[src/rtl/mem_stream_dma_pkg.sv]
// mem_stream_dma_pkg: shared defaults, FSM states and transfer limit for the DMA block
package mem_stream_dma_pkg;
    localparam int ADDR_W_DEF = 7;
    localparam int DATA_W_DEF = 34;
    localparam int MAX_LEN = 128;
    typedef enum logic [1:0] {IDLE, RD, WR, DONE} state_t;
endpackage

[src/rtl/mem_stream_dma_if.sv]
// mem_stream_dma_if: control, memory and stream signals between the DMA and its host side
interface mem_stream_dma_if #(
    parameter int ADDR_W = mem_stream_dma_pkg::ADDR_W_DEF,
    parameter int DATA_W = mem_stream_dma_pkg::DATA_W_DEF
);
    logic              start;
    logic              mode;
    logic [ADDR_W-1:0] base_addr;
    logic [7:0]        length;
    logic [ADDR_W-1:0] mem_address;
    logic              mem_write_enable;
    logic [DATA_W-1:0] mem_write_data;
    logic [DATA_W-1:0] mem_read_data;
    logic              out_valid;
    logic              out_ready;
    logic [DATA_W-1:0] out_data;
    logic              in_valid;
    logic              in_ready;
    logic [DATA_W-1:0] in_data;
    logic              busy;
    logic              done;
    modport dma (
        input  start, mode, base_addr, length, mem_read_data, out_ready, in_valid, in_data,
        output mem_address, mem_write_enable, mem_write_data, out_valid, out_data, in_ready, busy, done
    );
    modport host (
        output start, mode, base_addr, length, mem_read_data, out_ready, in_valid, in_data,
        input  mem_address, mem_write_enable, mem_write_data, out_valid, out_data, in_ready, busy, done
    );
endinterface

[src/rtl/mem_stream_dma_stream_out_reg.sv]
// stream_out_reg: one-entry valid/ready holding register for the read stream
module stream_out_reg #(
    parameter int DATA_W = mem_stream_dma_pkg::DATA_W_DEF
) (
    input  logic              clk,
    input  logic              rst,
    input  logic              load,
    input  logic [DATA_W-1:0] load_data,
    input  logic              ready,
    output logic              valid,
    output logic [DATA_W-1:0] data
);
    always_ff @(posedge clk) begin
        if (rst) begin
            valid <= 1'b0;
            data  <= '0;
        end else if (load) begin
            valid <= 1'b1;
            data  <= load_data;
        end else if (ready) begin
            valid <= 1'b0;
        end
    end
endmodule

[src/rtl/mem_stream_dma.sv]
// mem_stream_dma: moves up to 128 words between a combinational-read memory and valid/ready streams
module mem_stream_dma
    import mem_stream_dma_pkg::*;
#(
    parameter int ADDR_W = ADDR_W_DEF,
    parameter int DATA_W = DATA_W_DEF
) (
    input logic             clk,
    input logic             rst,
    mem_stream_dma_if.dma   bus
);
    localparam logic [7:0] MAX_LEN_B = 8'(MAX_LEN);
    state_t            state;
    logic [ADDR_W-1:0] cur_addr;
    logic [7:0]        remaining;
    logic              busy;
    logic              done;
    logic              load;
    logic              we;
    logic              out_valid;
    logic [DATA_W-1:0] out_data;
    // refill the holding register whenever it is empty or being drained this cycle
    assign load = state == RD && remaining != 8'd0 && (!out_valid || bus.out_ready);
    assign we   = state == WR && remaining != 8'd0 && bus.in_valid;
    assign bus.mem_address      = (state == RD || state == WR) ? cur_addr : '0;
    assign bus.mem_write_enable = we;
    assign bus.mem_write_data   = we ? bus.in_data : '0;
    assign bus.in_ready         = state == WR && remaining != 8'd0;
    assign bus.out_valid        = out_valid;
    assign bus.out_data         = out_data;
    assign bus.busy             = busy;
    assign bus.done             = done;
    stream_out_reg #(.DATA_W(DATA_W)) u_out (
        .clk       (clk),
        .rst       (rst),
        .load      (load),
        .load_data (bus.mem_read_data),
        .ready     (bus.out_ready),
        .valid     (out_valid),
        .data      (out_data)
    );
    always_ff @(posedge clk) begin
        if (rst) begin
            state     <= IDLE;
            cur_addr  <= '0;
            remaining <= '0;
            busy      <= 1'b0;
            done      <= 1'b0;
        end else begin
            done <= 1'b0;
            case (state)
                IDLE: if (bus.start) begin
                    cur_addr  <= bus.base_addr;
                    remaining <= bus.length > MAX_LEN_B ? MAX_LEN_B : bus.length;
                    busy      <= 1'b1;
                    if (bus.length == 8'd0) begin
                        state <= DONE;
                        done  <= 1'b1;
                    end else begin
                        state <= bus.mode ? WR : RD;
                    end
                end
                RD: begin
                    if (load) begin
                        cur_addr  <= cur_addr + ADDR_W'(1);
                        remaining <= remaining - 8'd1;
                    end
                    if (remaining == 8'd0 && out_valid && bus.out_ready) begin
                        state <= DONE;
                        done  <= 1'b1;
                    end
                end
                WR: if (we) begin
                    cur_addr  <= cur_addr + ADDR_W'(1);
                    remaining <= remaining - 8'd1;
                    if (remaining == 8'd1) begin
                        state <= DONE;
                        done  <= 1'b1;
                    end
                end
                DONE: begin
                    state <= IDLE;
                    busy  <= 1'b0;
                end
            endcase
        end
    end
endmodule

[src/flat_wrapper.sv]
// flat-port wrapper written by rule: the top's interface ports become plain ports
module mem_stream_dma_flat import mem_stream_dma_pkg::*;
#(
    parameter int ADDR_W = ADDR_W_DEF,
    parameter int DATA_W = DATA_W_DEF
)
  (clk, rst, bus_start, bus_mode, bus_base_addr, bus_length, bus_mem_read_data, bus_out_ready, bus_in_valid, bus_in_data, bus_mem_address, bus_mem_write_enable, bus_mem_write_data, bus_out_valid, bus_out_data, bus_in_ready, bus_busy, bus_done);
  mem_stream_dma_if #(.ADDR_W(ADDR_W), .DATA_W(DATA_W)) bus_i ();
  input logic clk;
  input logic rst;
  input wire logic [$bits(bus_i.start)-1:0] bus_start;
  input wire logic [$bits(bus_i.mode)-1:0] bus_mode;
  input wire logic [$bits(bus_i.base_addr)-1:0] bus_base_addr;
  input wire logic [$bits(bus_i.length)-1:0] bus_length;
  input wire logic [$bits(bus_i.mem_read_data)-1:0] bus_mem_read_data;
  input wire logic [$bits(bus_i.out_ready)-1:0] bus_out_ready;
  input wire logic [$bits(bus_i.in_valid)-1:0] bus_in_valid;
  input wire logic [$bits(bus_i.in_data)-1:0] bus_in_data;
  output wire logic [$bits(bus_i.mem_address)-1:0] bus_mem_address;
  output wire logic [$bits(bus_i.mem_write_enable)-1:0] bus_mem_write_enable;
  output wire logic [$bits(bus_i.mem_write_data)-1:0] bus_mem_write_data;
  output wire logic [$bits(bus_i.out_valid)-1:0] bus_out_valid;
  output wire logic [$bits(bus_i.out_data)-1:0] bus_out_data;
  output wire logic [$bits(bus_i.in_ready)-1:0] bus_in_ready;
  output wire logic [$bits(bus_i.busy)-1:0] bus_busy;
  output wire logic [$bits(bus_i.done)-1:0] bus_done;
  assign bus_i.start = bus_start;
  assign bus_i.mode = bus_mode;
  assign bus_i.base_addr = bus_base_addr;
  assign bus_i.length = bus_length;
  assign bus_i.mem_read_data = bus_mem_read_data;
  assign bus_i.out_ready = bus_out_ready;
  assign bus_i.in_valid = bus_in_valid;
  assign bus_i.in_data = bus_in_data;
  assign bus_mem_address = bus_i.mem_address;
  assign bus_mem_write_enable = bus_i.mem_write_enable;
  assign bus_mem_write_data = bus_i.mem_write_data;
  assign bus_out_valid = bus_i.out_valid;
  assign bus_out_data = bus_i.out_data;
  assign bus_in_ready = bus_i.in_ready;
  assign bus_busy = bus_i.busy;
  assign bus_done = bus_i.done;
  mem_stream_dma #(.ADDR_W(ADDR_W), .DATA_W(DATA_W)) u_core (.clk(clk), .rst(rst), .bus(bus_i));
endmodule
[config.mk]
export PLATFORM = sky130hd
export DESIGN_NAME = mem_stream_dma_flat
export DESIGN_NICKNAME = d
export VERILOG_FILES = /design/src/rtl/mem_stream_dma_pkg.sv /design/src/rtl/mem_stream_dma_if.sv /design/src/rtl/mem_stream_dma_stream_out_reg.sv /design/src/rtl/mem_stream_dma.sv /design/src/flat_wrapper.sv
export SDC_FILE = /design/constraint.sdc
export NUM_CORES = 1
export LEC_CHECK = 0
export ABC_AREA = 1
export BUFFER_PORTS_ARGS = -buffer_cell sky130_fd_sc_hd__buf_2
export CAP_MARGIN = 5
export CORE_ASPECT_RATIO = 0.6
export CORE_MARGIN = 2
export CORE_UTILIZATION = 45
export DETAILED_ROUTE_END_ITERATION = 12
export PLACE_DENSITY_LB_ADDON = 0.2
export SYNTH_ARGS = -nofsm -noshare
export SYNTH_HDL_FRONTEND = slang
export SYNTH_SLANG_ARGS = --single-unit
[constraint.sdc]
create_clock -name clk -period 5.2 [get_ports clk]
set_clock_uncertainty 0.1 [all_clocks]
set_input_delay 0.78 -clock clk [delete_from_list [all_inputs] [get_ports clk]]
set_output_delay 0.78 -clock clk [all_outputs]
set_load 0.005 [all_outputs]
==> impl_metrics.csv <==
group,metric,value,unit
finish,drive_gt1_share,29.6,%
yosys,synth_top_area_share,35.8,%
pwr,p_seq_share,34.7,%
placement,dp_hpwl,6290,um
finish,num_antenna_cells,0,
yosys,synth-seq-area-share,35.8,%
yosys,synth_ff_type,"dfxtp_1",
sta,fin_tns_setup,0,ps
global_route,grt_max_degree,70,
clocking,cts_tree,"yes",
routing,vias_per_cell,4.55,
yosys,ys_ff_latch,54,
finish,utilization,60.4,%
worst_setup_path,cpPeakStageDelay,640,ps
global_route,grt_use_total,20.3,%
worst_hold_path,hold_path_class,"register to register",
sta,hold_violations,0,
pwr,internal_power,1100,uW
yosys,synthCells,476,
worst_setup_path,cp-end-kind,"output pin",
yosys,yosysTopAreaCell,"dfxtp_1",
yosys,ys_types,31,
routing,firstDrtPassIters,4,
pwr,clockPowerShare,15.1,%
floorplanning,die-area,7400,um^2
clocking,postCtsSetupBuffers,0,
sta,setup_viol,0,
floorplanning,num_rows,23,
global_route,grt_pass1_vias,2656,
pwr,p_per_area,485,nW/um^2
sta,drv_slew,0,
yosys,netlist_area,3020,um^2
yosys,yosysMostFrequentCell,"inv_1",
floorplanning,io_pins,169,
placement,place_congestion,0.850,
yosys,synth.avg_cell_area,6.35,um^2
clocking,clkLatencyLatePin,310,ps
pwr,ir_worst_vdd,0.224,mV
clocking,cts_resized,0,
global_route,grt_pass1_wl,11900,um
sta,finalCritPeriodShare,64.3,%
floorplanning,dieWidth,110,um
placement,numPortBuffers,168,
worst_setup_path,path_cells,"inv_1, ha_1, nand2_4, nor2_8, nor3_2, clkinv_1, nor2_1, buf_2",
finish,nets,727,
yosys,synth_edf_count,0,
worst_setup_path,critPathRequiredTime,4320,ps
pwr,power.total,1930,uW
worst_setup_path,cp_max_fo,35,
yosys,synthTopCellsByCount,"inv_1 (107), nor2_1 (83), nand2_1 (77)",
run_status,status,"complete, no violations",
sta,max_freq,299,MHz
yosys,yosys-top-cells-area,"dfxtp_1 (36%), inv_1 (13%), nor2_1 (10%), nand2_1 (9.6%), a21oi_1 (7.1%)",
clocking,path_clk_slew,110,ps
clocking,ctsHtreeMaxLevel,2,
routing,wl_per_cell,11.3,um
pwr,p_switching,834,uW
pwr,p_comb_share,50.2,%
routing,met3_length,536,um
routing,drcViolationCount,0,
sta,holdWs,346,ps
sta,period_needed,3340,ps
sta,relSlewSlack,47.2,%
worst_setup_path,startpoint_type,"register",
sta,worst_pin_slew,791,ps
routing,dr.max_layer_used,"met4",
global_route,grt_antenna_before_repair,0,
worst_setup_path,arrival,2460,ps
floorplanning,die_h,67.5,um
worst_setup_path,critPathKind,"register to output pin",
floorplanning,core,6590,um^2
clocking,clockRootBuffer,"clkbuf_8",
routing,wirelength,8120,um
routing,drtIter0Drc,163,
yosys,ys_async_sr_fraction,0,%
pwr,switching_share,43.2,%
routing,drtAntennaViolNets,0,
routing,dr_total_vias,3274,
run,cap_viol_max_count,0,
clocking,numCtsBuffers,5,
clocking,cts_buffer_depth,2,
clocking,numClockSinks,54,
yosys,yosysWarnings,0,
routing,drt-met1-wl,3690,um
clocking,ctsHoldBuffers,0,
worst_setup_path,cpMaxStageDelayCell,"clkinv_1",
pwr,p_leak,0.00232,uW
finish,area_growth,31.7,%
global_route,gr-total-overflow,0,
sta,rsz0062_at_grt,"no",
yosys,postSynthNetCount,572,
floorplanning,start_util,45.8,%
routing,dr_wl_met2,3850,um
==> per-stage QoR <==
step	instance area [um^2]	setup slack [ps]	instances
floorplan	3020	2780	476
global placement	3860	2180	711
detailed placement	3860	2080	711
CTS	3980	1840	719
global route	3980	1570	719
finish	3980	1860	719
==> state kept, by name (all words and copies together) (netlist names) <==
register and flops:
u_core.bus.busy 1, u_core.bus.done 1, u_core.cur_addr 7, u_core.remaining 8
u_core.state 2, u_core.u_out.data 34, u_core.u_out.valid 1
==> cells by family (layout without fill, tap and decap cells) <==
logic type	after synthesis	after routing	synth area share (%)
XOR/XNOR	1	1	0.290
AND/OR/NAND/NOR	187	187	26.4
buffers and inverters	129	285	17.2
adder cells (fa/ha/maj)	7	7	2.90
AO/OA/AOI/OAI	98	98	17.5
flip-flops	54	54	35.8
==> layout make-up <==
type	count	area, um^2
clock inverter	3	43.8
fill	652	2610
sequential	54	1080
timing repair buffer	169	848
clock buffer	5	68.8
multi-input combinational	293	1420
inverter	108	405
tap	87	109
==> power groups by stage <==
stage,logic (uW),registers (uW),clock network [uW]
floorplan,681,682,0
global placement,947,670,0
detailed placement,972,678,0
CTS,975,670,298
global route,1110,694,314
finish,970,669,291
==> path summary, 6_finish.rpt <==
check                           cells after the start             startpoint                    end  slack, ps
worst max-delay path                                8    u_core.remaining[0]  bus_mem_write_data[3]       1860
worst min-delay path                                2  u_core.u_out.data[14]  u_core.u_out.data[14]        350
worst max register to register                      8        u_core.state[1]     u_core.cur_addr[3]       2820
worst min register to register                      2  u_core.u_out.data[14]  u_core.u_out.data[14]        350
==> critical path, delay by kind of cell, from the launching register on <==
kind / cells / cell delay [ps]
buffers and inverters: 3 / 880
flip-flops: 1 / 360
adder cells (fa/ha/maj): 1 / 280
AND/OR/NAND/NOR: 4 / 620
==> layer usage <==
metal / vias to the layer above / GRT usage, %
li1: 1757 / -
met1: 1414 / 26.1
met2: 99 / 36.4
met3: 4 / 3.76
met4: 0 / 3.32
met5: - / 0
==> placed cells by master, fill, tap and decap left out, types with 2 or more instances in the layout <==
| cell type | instances |
|---|---|
| clkbuf_8 | 5 |
| nand2_1 | 77 |
| nand3_1 | 14 |
| o21ai_0 | 11 |
| nor2_2 | 2 |
| buf_2 | 168 |
| ha_1 | 7 |
| inv_1 | 107 |
| o21ai_1 | 34 |
| nor3_1 | 2 |
| a21oi_1 | 43 |
| o211ai_1 | 2 |
| o31ai_1 | 2 |
| o21a_1 | 2 |
| dfxtp_1 | 54 |
| nand4_1 | 3 |
| nor2_1 | 83 |
Note: power is estimated with default switching activity, not from simulation.
